### src/rtl/store_buffer_pkg.sv
// ============================================================================
//  Module   : store_buffer_pkg
//  Purpose  : Shared definitions for the store buffer: memory access length
//             encodings, a bytes-of-length helper (also used by the data
//             memory and the MEM stage) and the load-data extension helper.
//  Ports    : none (package)
//  Revision : 1.0 - initial release
// ============================================================================
`default_nettype none

package store_buffer_pkg;

  // Access length encodings shared by the MEM stage, store buffer and memory
  localparam logic [1:0] LEN_NONE = 2'b00;
  localparam logic [1:0] LEN_BYTE = 2'b01;
  localparam logic [1:0] LEN_HALF = 2'b10;
  localparam logic [1:0] LEN_WORD = 2'b11;

  // Number of bytes touched by an access of the given length (0..4)
  function automatic logic [2:0] len_bytes(input logic [1:0] len);
    logic [2:0] n;
    case (len)
      LEN_BYTE: n = 3'd1;
      LEN_HALF: n = 3'd2;
      LEN_WORD: n = 3'd4;
      default:  n = 3'd0;
    endcase
    return n;
  endfunction

  // Select the low bytes of a buffered word for a forwarded load and extend
  // them to 32 bits; word loads pass the full word untouched.
  function automatic logic [31:0] load_extend(input logic [31:0] data,
                                              input logic [1:0]  len,
                                              input logic        sign);
    logic [31:0] r;
    case (len)
      LEN_BYTE: r = {{24{sign & data[7]}},  data[7:0]};
      LEN_HALF: r = {{16{sign & data[15]}}, data[15:0]};
      default:  r = data;
    endcase
    return r;
  endfunction

endpackage : store_buffer_pkg

`default_nettype wire

### src/rtl/store_buffer_sb_range_overlap.sv
// ============================================================================
//  Module   : sb_range_overlap
//  Purpose  : Compares one buffered store's byte range against a load's byte
//             range. Reports whether they intersect and whether the store
//             starts at the load address and covers every byte of the load.
//  Ports    : entry_address/entry_length - buffered store range
//             load_address/load_length   - load range
//             overlap                    - ranges share at least one byte
//             exact_cover                - same start, store at least as wide
//  Revision : 1.0 - initial release
// ============================================================================
`default_nettype none

module sb_range_overlap
  import store_buffer_pkg::*;
#(
  parameter int AW = 32
) (
  input  logic [AW-1:0] entry_address,
  input  logic [1:0]    entry_length,
  input  logic [AW-1:0] load_address,
  input  logic [1:0]    load_length,
  output logic          overlap,
  output logic          exact_cover
);

  // Ranges are half-open [start, end). Two spare bits keep an access that
  // ends exactly at the top of memory from wrapping back to address zero.
  logic [AW+1:0] entry_start;
  logic [AW+1:0] entry_end;
  logic [AW+1:0] load_start;
  logic [AW+1:0] load_end;
  logic [2:0]    entry_bytes;
  logic [2:0]    load_bytes;

  assign entry_bytes = len_bytes(entry_length);
  assign load_bytes  = len_bytes(load_length);

  assign entry_start = {2'b00, entry_address};
  assign load_start  = {2'b00, load_address};
  assign entry_end   = entry_start + {{(AW-1){1'b0}}, entry_bytes};
  assign load_end    = load_start  + {{(AW-1){1'b0}}, load_bytes};

  // A zero-length access touches nothing and can never intersect.
  assign overlap = (entry_bytes != 3'd0) && (load_bytes != 3'd0) &&
                   (entry_start < load_end) && (load_start < entry_end);

  assign exact_cover = (load_bytes != 3'd0) &&
                       (entry_address == load_address) &&
                       (entry_bytes >= load_bytes);

endmodule : sb_range_overlap

`default_nettype wire

### src/rtl/store_buffer.sv
// ============================================================================
//  Module   : store_buffer
//  Purpose  : In-order store buffer between the MEM stage and the data memory
//             write port. Committed stores are queued and drained one per
//             cycle; loads are checked against every buffered store and are
//             either forwarded (exact cover by the youngest overlapping
//             store) or stalled (any other overlap).
//  Ports    : SYS_clk, SYS_reset (sync, active-low)
//             ST_*   - store request in, ST_ready back-pressure
//             SB_drain_en - 0 holds the queue, SB_empty - queue empty
//             LD_*   - load probe in, forward hit/data and stall out
//             MEM_write_* - data memory write port (length 00 = idle)
//  Revision : 1.0 - initial release
// ============================================================================
`default_nettype none

module store_buffer
  import store_buffer_pkg::*;
#(
  parameter int DEPTH = 4,
  parameter int AW    = 32
) (
  input  logic          SYS_clk,
  input  logic          SYS_reset,
  // store side
  input  logic          ST_valid,
  output logic          ST_ready,
  input  logic [AW-1:0] ST_address,
  input  logic [31:0]   ST_data,
  input  logic [1:0]    ST_length,
  // drain control / status
  input  logic          SB_drain_en,
  output logic          SB_empty,
  // load probe
  input  logic          LD_valid,
  input  logic [AW-1:0] LD_address,
  input  logic [1:0]    LD_length,
  input  logic          LD_signed,
  output logic          LD_forward_hit,
  output logic [31:0]   LD_forward_data,
  output logic          LD_stall,
  // data memory write port
  output logic [1:0]    MEM_write_length,
  output logic [AW-1:0] MEM_write_address,
  output logic [31:0]   MEM_write_data
);

  localparam int PW = $clog2(DEPTH);
  localparam int CW = PW + 1;
  localparam logic [CW-1:0] DEPTH_COUNT = CW'(DEPTH);

  // --------------------------------------------------------------------------
  // Entry storage and queue bookkeeping
  // --------------------------------------------------------------------------
  logic [DEPTH-1:0] ent_valid;
  logic [AW-1:0]    ent_address [DEPTH];
  logic [31:0]      ent_data    [DEPTH];
  logic [1:0]       ent_length  [DEPTH];

  logic [PW-1:0]    head;
  logic [PW-1:0]    tail;
  logic [CW-1:0]    count;

  logic             not_full;
  logic             push;
  logic             pop;

  assign not_full = (count < DEPTH_COUNT);

  // The full check uses the pre-pop count: a slot freed by this cycle's pop
  // only becomes available next cycle. Zero-length stores are accepted and
  // silently dropped.
  assign push = SYS_reset & ST_valid & not_full & (ST_length != LEN_NONE);
  assign pop  = SYS_reset & SB_drain_en & (count != '0);

  always_ff @(posedge SYS_clk) begin
    if (!SYS_reset) begin
      head      <= '0;
      tail      <= '0;
      count     <= '0;
      ent_valid <= '0;
    end else begin
      if (push) begin
        ent_valid[tail]   <= 1'b1;
        ent_address[tail] <= ST_address;
        ent_data[tail]    <= ST_data;
        ent_length[tail]  <= ST_length;
        tail              <= tail + 1'b1;
      end
      // With count in (0, DEPTH) head and tail differ, so a same-cycle push
      // and pop never touch the same slot.
      if (pop) begin
        ent_valid[head] <= 1'b0;
        head            <= head + 1'b1;
      end
      case ({push, pop})
        2'b10:   count <= count + 1'b1;
        2'b01:   count <= count - 1'b1;
        default: count <= count;
      endcase
    end
  end

  // --------------------------------------------------------------------------
  // Store-side status and memory write port
  // --------------------------------------------------------------------------
  assign ST_ready          = SYS_reset & not_full;
  assign SB_empty          = ~SYS_reset | (count == '0);
  assign MEM_write_length  = pop ? ent_length[head] : LEN_NONE;
  assign MEM_write_address = ent_address[head];
  assign MEM_write_data    = ent_data[head];

  // --------------------------------------------------------------------------
  // Per-entry overlap detection against the load
  // --------------------------------------------------------------------------
  logic [DEPTH-1:0] ent_overlap;
  logic [DEPTH-1:0] ent_cover;

  generate
    for (genvar i = 0; i < DEPTH; i++) begin : g_overlap
      sb_range_overlap #(
        .AW (AW)
      ) u_overlap (
        .entry_address (ent_address[i]),
        .entry_length  (ent_length[i]),
        .load_address  (LD_address),
        .load_length   (LD_length),
        .overlap       (ent_overlap[i]),
        .exact_cover   (ent_cover[i])
      );
    end
  endgenerate

  // --------------------------------------------------------------------------
  // Youngest overlapping entry: walk backwards from the slot just before tail
  // and take the first live entry that overlaps. Only that entry decides
  // between forward and stall, so an older partial overlap hidden behind a
  // younger exact cover does not stall the load.
  // --------------------------------------------------------------------------
  logic          pick_found;
  logic [PW-1:0] pick_idx;
  logic [PW-1:0] scan_idx;

  always_comb begin
    pick_found = 1'b0;
    pick_idx   = '0;
    scan_idx   = '0;
    for (int k = 0; k < DEPTH; k++) begin
      scan_idx = tail - PW'(k + 1);
      if (!pick_found && ent_valid[scan_idx] && ent_overlap[scan_idx]) begin
        pick_found = 1'b1;
        pick_idx   = scan_idx;
      end
    end
  end

  logic load_conflict;

  assign load_conflict   = SYS_reset & LD_valid & pick_found;
  assign LD_forward_hit  = load_conflict &  ent_cover[pick_idx];
  assign LD_stall        = load_conflict & ~ent_cover[pick_idx];
  assign LD_forward_data = LD_forward_hit ?
                           load_extend(ent_data[pick_idx], LD_length, LD_signed) :
                           32'h0000_0000;

endmodule : store_buffer

`default_nettype wire

### config.mk
export PLATFORM = sky130hd
export DESIGN_NAME = store_buffer
export DESIGN_NICKNAME = d
export VERILOG_FILES = /design/src/rtl/store_buffer_pkg.sv /design/src/rtl/store_buffer_sb_range_overlap.sv /design/src/rtl/store_buffer.sv
export SDC_FILE = /design/constraint.sdc
export NUM_CORES = 1
export LEC_CHECK = 0
export ABC_CLOCK_PERIOD_IN_PS = 13800
export BUFFER_PORTS_ARGS = -buffer_cell sky130_fd_sc_hd__buf_2
export CAP_MARGIN = 20
export CORE_AREA = 2 2 302 304
export CTS_BUF_LIST = sky130_fd_sc_hd__clkbuf_4 sky130_fd_sc_hd__clkbuf_8
export DETAILED_ROUTE_END_ITERATION = 8
export DIE_AREA = 0 0 304 306
export HOLD_SLACK_MARGIN = 0.06
export SLEW_MARGIN = 30
export SYNTH_ARGS = -nofsm -noshare
export SYNTH_HDL_FRONTEND = slang
export SYNTH_SLANG_ARGS = --single-unit
export TNS_END_PERCENT = 1
### constraint.sdc
create_clock -name SYS_clk -period 13.8 [get_ports SYS_clk]
set_clock_uncertainty 0.15 [all_clocks]
set_input_delay 0.69 -clock SYS_clk [delete_from_list [all_inputs] [get_ports SYS_clk]]
set_output_delay 0.69 -clock SYS_clk [all_outputs]
set_load 0.01 [all_outputs]
==> results.md <==
* Final std cells w/o fill at approximately 3,400
* Area growth, synth to finish at 15.5%
* Worst reg2reg endpoint: ent_address[2][9]
* Post-Route WL at 80.2 mm
* Worst skew pair latency at 0.64 ns
* Via-to-Cell Ratio at 5.14
* Int Pwr at about 1.6 mW
* Crit path capture type: primary output
* Startpoint Class: input pin
* Routed Antenna Nets at 0
* Number of synthesized flops with an enable pin at 264
* Die width at roughly 300 um
* First-pass GRT wire length at 117 mm
* Mapped Area at 0.0222 mm2
* Top Ports at between 200 and 250
* Number of global-route vias before repair at 16,900
* Post-synthesis instance total at 1,987
* Seq cells post-synth at 277
* Status: finished, final reports clean
* Final Critical Period at 9.56 ns
* Setup TNS at 0 ns
* Slack of the worst reg-to-reg path at 11.10 ns
* Post-CTS resize count at 0
* Peak supply drop at between 0.07 and 0.08 mV
* Nets at 2,571
* Yosys warns at 0
* Final worst-path cycle share at 0.692
* Mean area per synthesized cell at around 11 um2
* Commonest non-fill, non-tap cell in the layout: ha_1
* Setup-failing EPs final at 0
* Origin of the critical flop-to-flop path: count[2]
* Sequential power share at 0.443
* Critical path class: in2out
* Hold Path End: ent_address[2][20]
* Pre-antenna DRT Iters at 5
* Netlist cell types at 82
* Hpwl dp at 61.5 mm
* Hold Path Stages at 1
* Post-layout util at 0.287
* Post-CTS Setup Inserts at 0
* Die area at 0.0930 mm2
* Power share of the clock group at 0.398
* Final Max Slew Viols at 0
* Core Area at between 0.08 and 0.09 mm2
* Largest net degree at the start of global routing at 50
* Initial antenna violation count at 10
* Total of max-cap violations at 0
* Fillers at roughly 9,300
* Top_reg_cell synth: edfxtp_1
* H-tree Lvls at 2
* Clock Sinks at 277
* GRT Overall Usage at 0.168
* RSZ-0062 raised after global routing: false
* Drc violations at 0
* Grt ovf at 0
* Placement Rows at 110
* Post-synth top area share at 0.356
* Initial DRC count at 1,463
* Total placed cells including tap cells at 3,293
* Routability cong. at 0.961
* Pre-CTS setup slack at 4.30 ns
* Share of cells above drive strength 1 at 0.192
* Hold Fails Final Rpt at 0
* Crit-path max FO at 48
* Port bufs at roughly 210
* Synthesized Nets at 2,379
* CTS tree: done
* Max Fclk at about 100 MHz
* Area of the multi-input gates at ~0.014 mm2
* FFs w/ async S/R, synth at 0
* Root Buffer: clkbuf_8
* WL/cell at 23.6 um
* Worst-margin pin slew at 0.952 ns
* Clock Pin Slew Worst Setup and Hold Paths at 0.07 ns
* Worst path arrival time at 8.72 ns
* CP required at 12.96 ns
* TritonCTS buffer count at 49
* PwrDens at 84.9 mW/mm2
* Combinational Power Share at 0.159
* Power Total at about 2.2 mW
* Worst hold path class: in2reg
* Net switching power at 0.604 mW
* Synth area leader: edfxtp_1
* Vias at 17,500
* Most frequent cells in the layout: ha_1, edfxtp_1, xor2_1, buf_2, nand2_1
* Register area at around 0.008 mm2
* Starting Density at 0.248
* Die Y at 306 um
* Largest cells by area after synthesis: edfxtp_1, ha_1, xor2_1
* Hold wc startpoint: ST_address[20]
* FF-to-FF path depth at 4
* Seq/Total Area, Yosys at 0.368
* Worst slew margin at 0.364
* Switching part of the total power at 0.277
* Longest Clk Path Bufs at 3
* Leak Pwr at 9.70 nW
* Fin worst setup slack at 4.24 ns
==> logic make-up after synthesis <==
group,Yosys count,share of synthesized area
compound gates,366,0.116
xor+xnor,284,0.113
fa+ha+maj,287,0.163
buf+inv,131,0.0256
flops,277,0.368
mux,105,0.0870
simple gates,537,0.127
==> metrics by stage <==
stage | hold slack (ns) | area (um2)
2_1_floorplan | 0.322 | 22200
3_3_place_gp | 0.337 | 24500
3_5_place_dp | 0.346 | 24500
4_1_cts | 0.0603 | 25700
5_1_grt | 0.0702 | 25700
6_report | 0.116 | 25700
==> sequential cells by signal, indices dropped and copies added (netlist names), named ones only <==
register and flops:
count 3, ent_data 128, tail 2, ent_length 8, head 2, ent_address 128
ent_valid 4
==> worst max-delay path, cell delays in order <==
cell and delay [ns]:
buf_2 0.13, inv_1 0.08, ha_1 0.44, ha_1 0.28, a21oi_1 0.08, o21ai_0 0.42, and2_1 0.30, and3_1 0.26
nand2_1 0.08, nor2_1 0.17, and2_1 0.28, nand2_1 0.10, xor2_1 0.40, ha_1 0.34, a21oi_1 0.15, o21ai_0 0.15
a221oi_1 0.46, nand2b_1 0.12, o311ai_1 0.48, a2111oi_2 0.21, or2_1 0.27, mux4_2 0.47, mux2i_1 0.28, and2_4 0.68
mux2i_2 0.44, a31oi_4 0.35, a211oi_1 0.37, buf_2 0.19
==> synthesized netlist by cell type, drive strengths merged (18+ instances only) <==
| master | instances |
|---|---|
| nand3 | 71 |
| and3 | 35 |
| a21oi | 118 |
| buf | 32 |
| nor2b | 25 |
| and4 | 22 |
| nor2 | 63 |
| a221o | 18 |
| and2 | 27 |
| edfxtp | 264 |
| clkbuf | 57 |
| mux2 | 23 |
| mux4 | 68 |
| nand2 | 156 |
| o21ai | 44 |
| xnor2 | 55 |
| nand4 | 52 |
| o211ai | 26 |
| ha | 280 |
| nor4 | 37 |
| a211oi | 42 |
| xor2 | 227 |
| a21o | 33 |
| inv | 42 |
==> worst max-delay path by stage <==
stage	startpoint	endpoint	slack [ns]	depth (start not counted)
after floorplan	LD_length[1]	LD_forward_data[20]	6.80	27
after detailed placement	LD_length[1]	LD_forward_data[3]	4.30	29
final	LD_length[1]	LD_forward_data[31]	4.24	28
after global routing	ent_length[3][1]	LD_forward_data[17]	3.89	24
after global placement	LD_length[1]	LD_forward_data[6]	4.46	29
after CTS	ent_length[3][1]	LD_forward_data[31]	4.17	24
==> cell type report <==
type / count / area share
Inverter: 42 / 0.00614
Clock inverter: 32 / 0.0137
Tap cell: 1176 / 0.0573
Multi-Input combinational cell: 1579 / 0.526
Sequential cell: 277 / 0.319
Antenna cell: 2 / 0.000195
Timing Repair Buffer: 230 / 0.0481
Clock buffer: 60 / 0.0295
==> what timing repair did <==
action                                  CTS  global route
endpoints found under the setup margin    0             0
hold endpoints to repair                 29             0
hold buffers                             11             0
==> metal layers <==
layer	share of wire	track usage
met3	0.071	0.0341
met1	0.42	0.215
met2	0.48	0.286
met5	0.00075	0
met4	0.027	0.0447
==> power by group through the flow <==
stage | Clock (mW) | Sequential [mW] | Combinational [mW]
2_1_floorplan | 0 | 0.970 | 0.217
3_3_place_gp | 0 | 0.983 | 0.338
3_5_place_dp | 0 | 0.984 | 0.340
4_1_cts | 0.893 | 0.966 | 0.346
5_1_grt | 0.933 | 0.968 | 0.380
6_report | 0.868 | 0.966 | 0.346
Note: power is estimated with default switching activity, not from simulation.
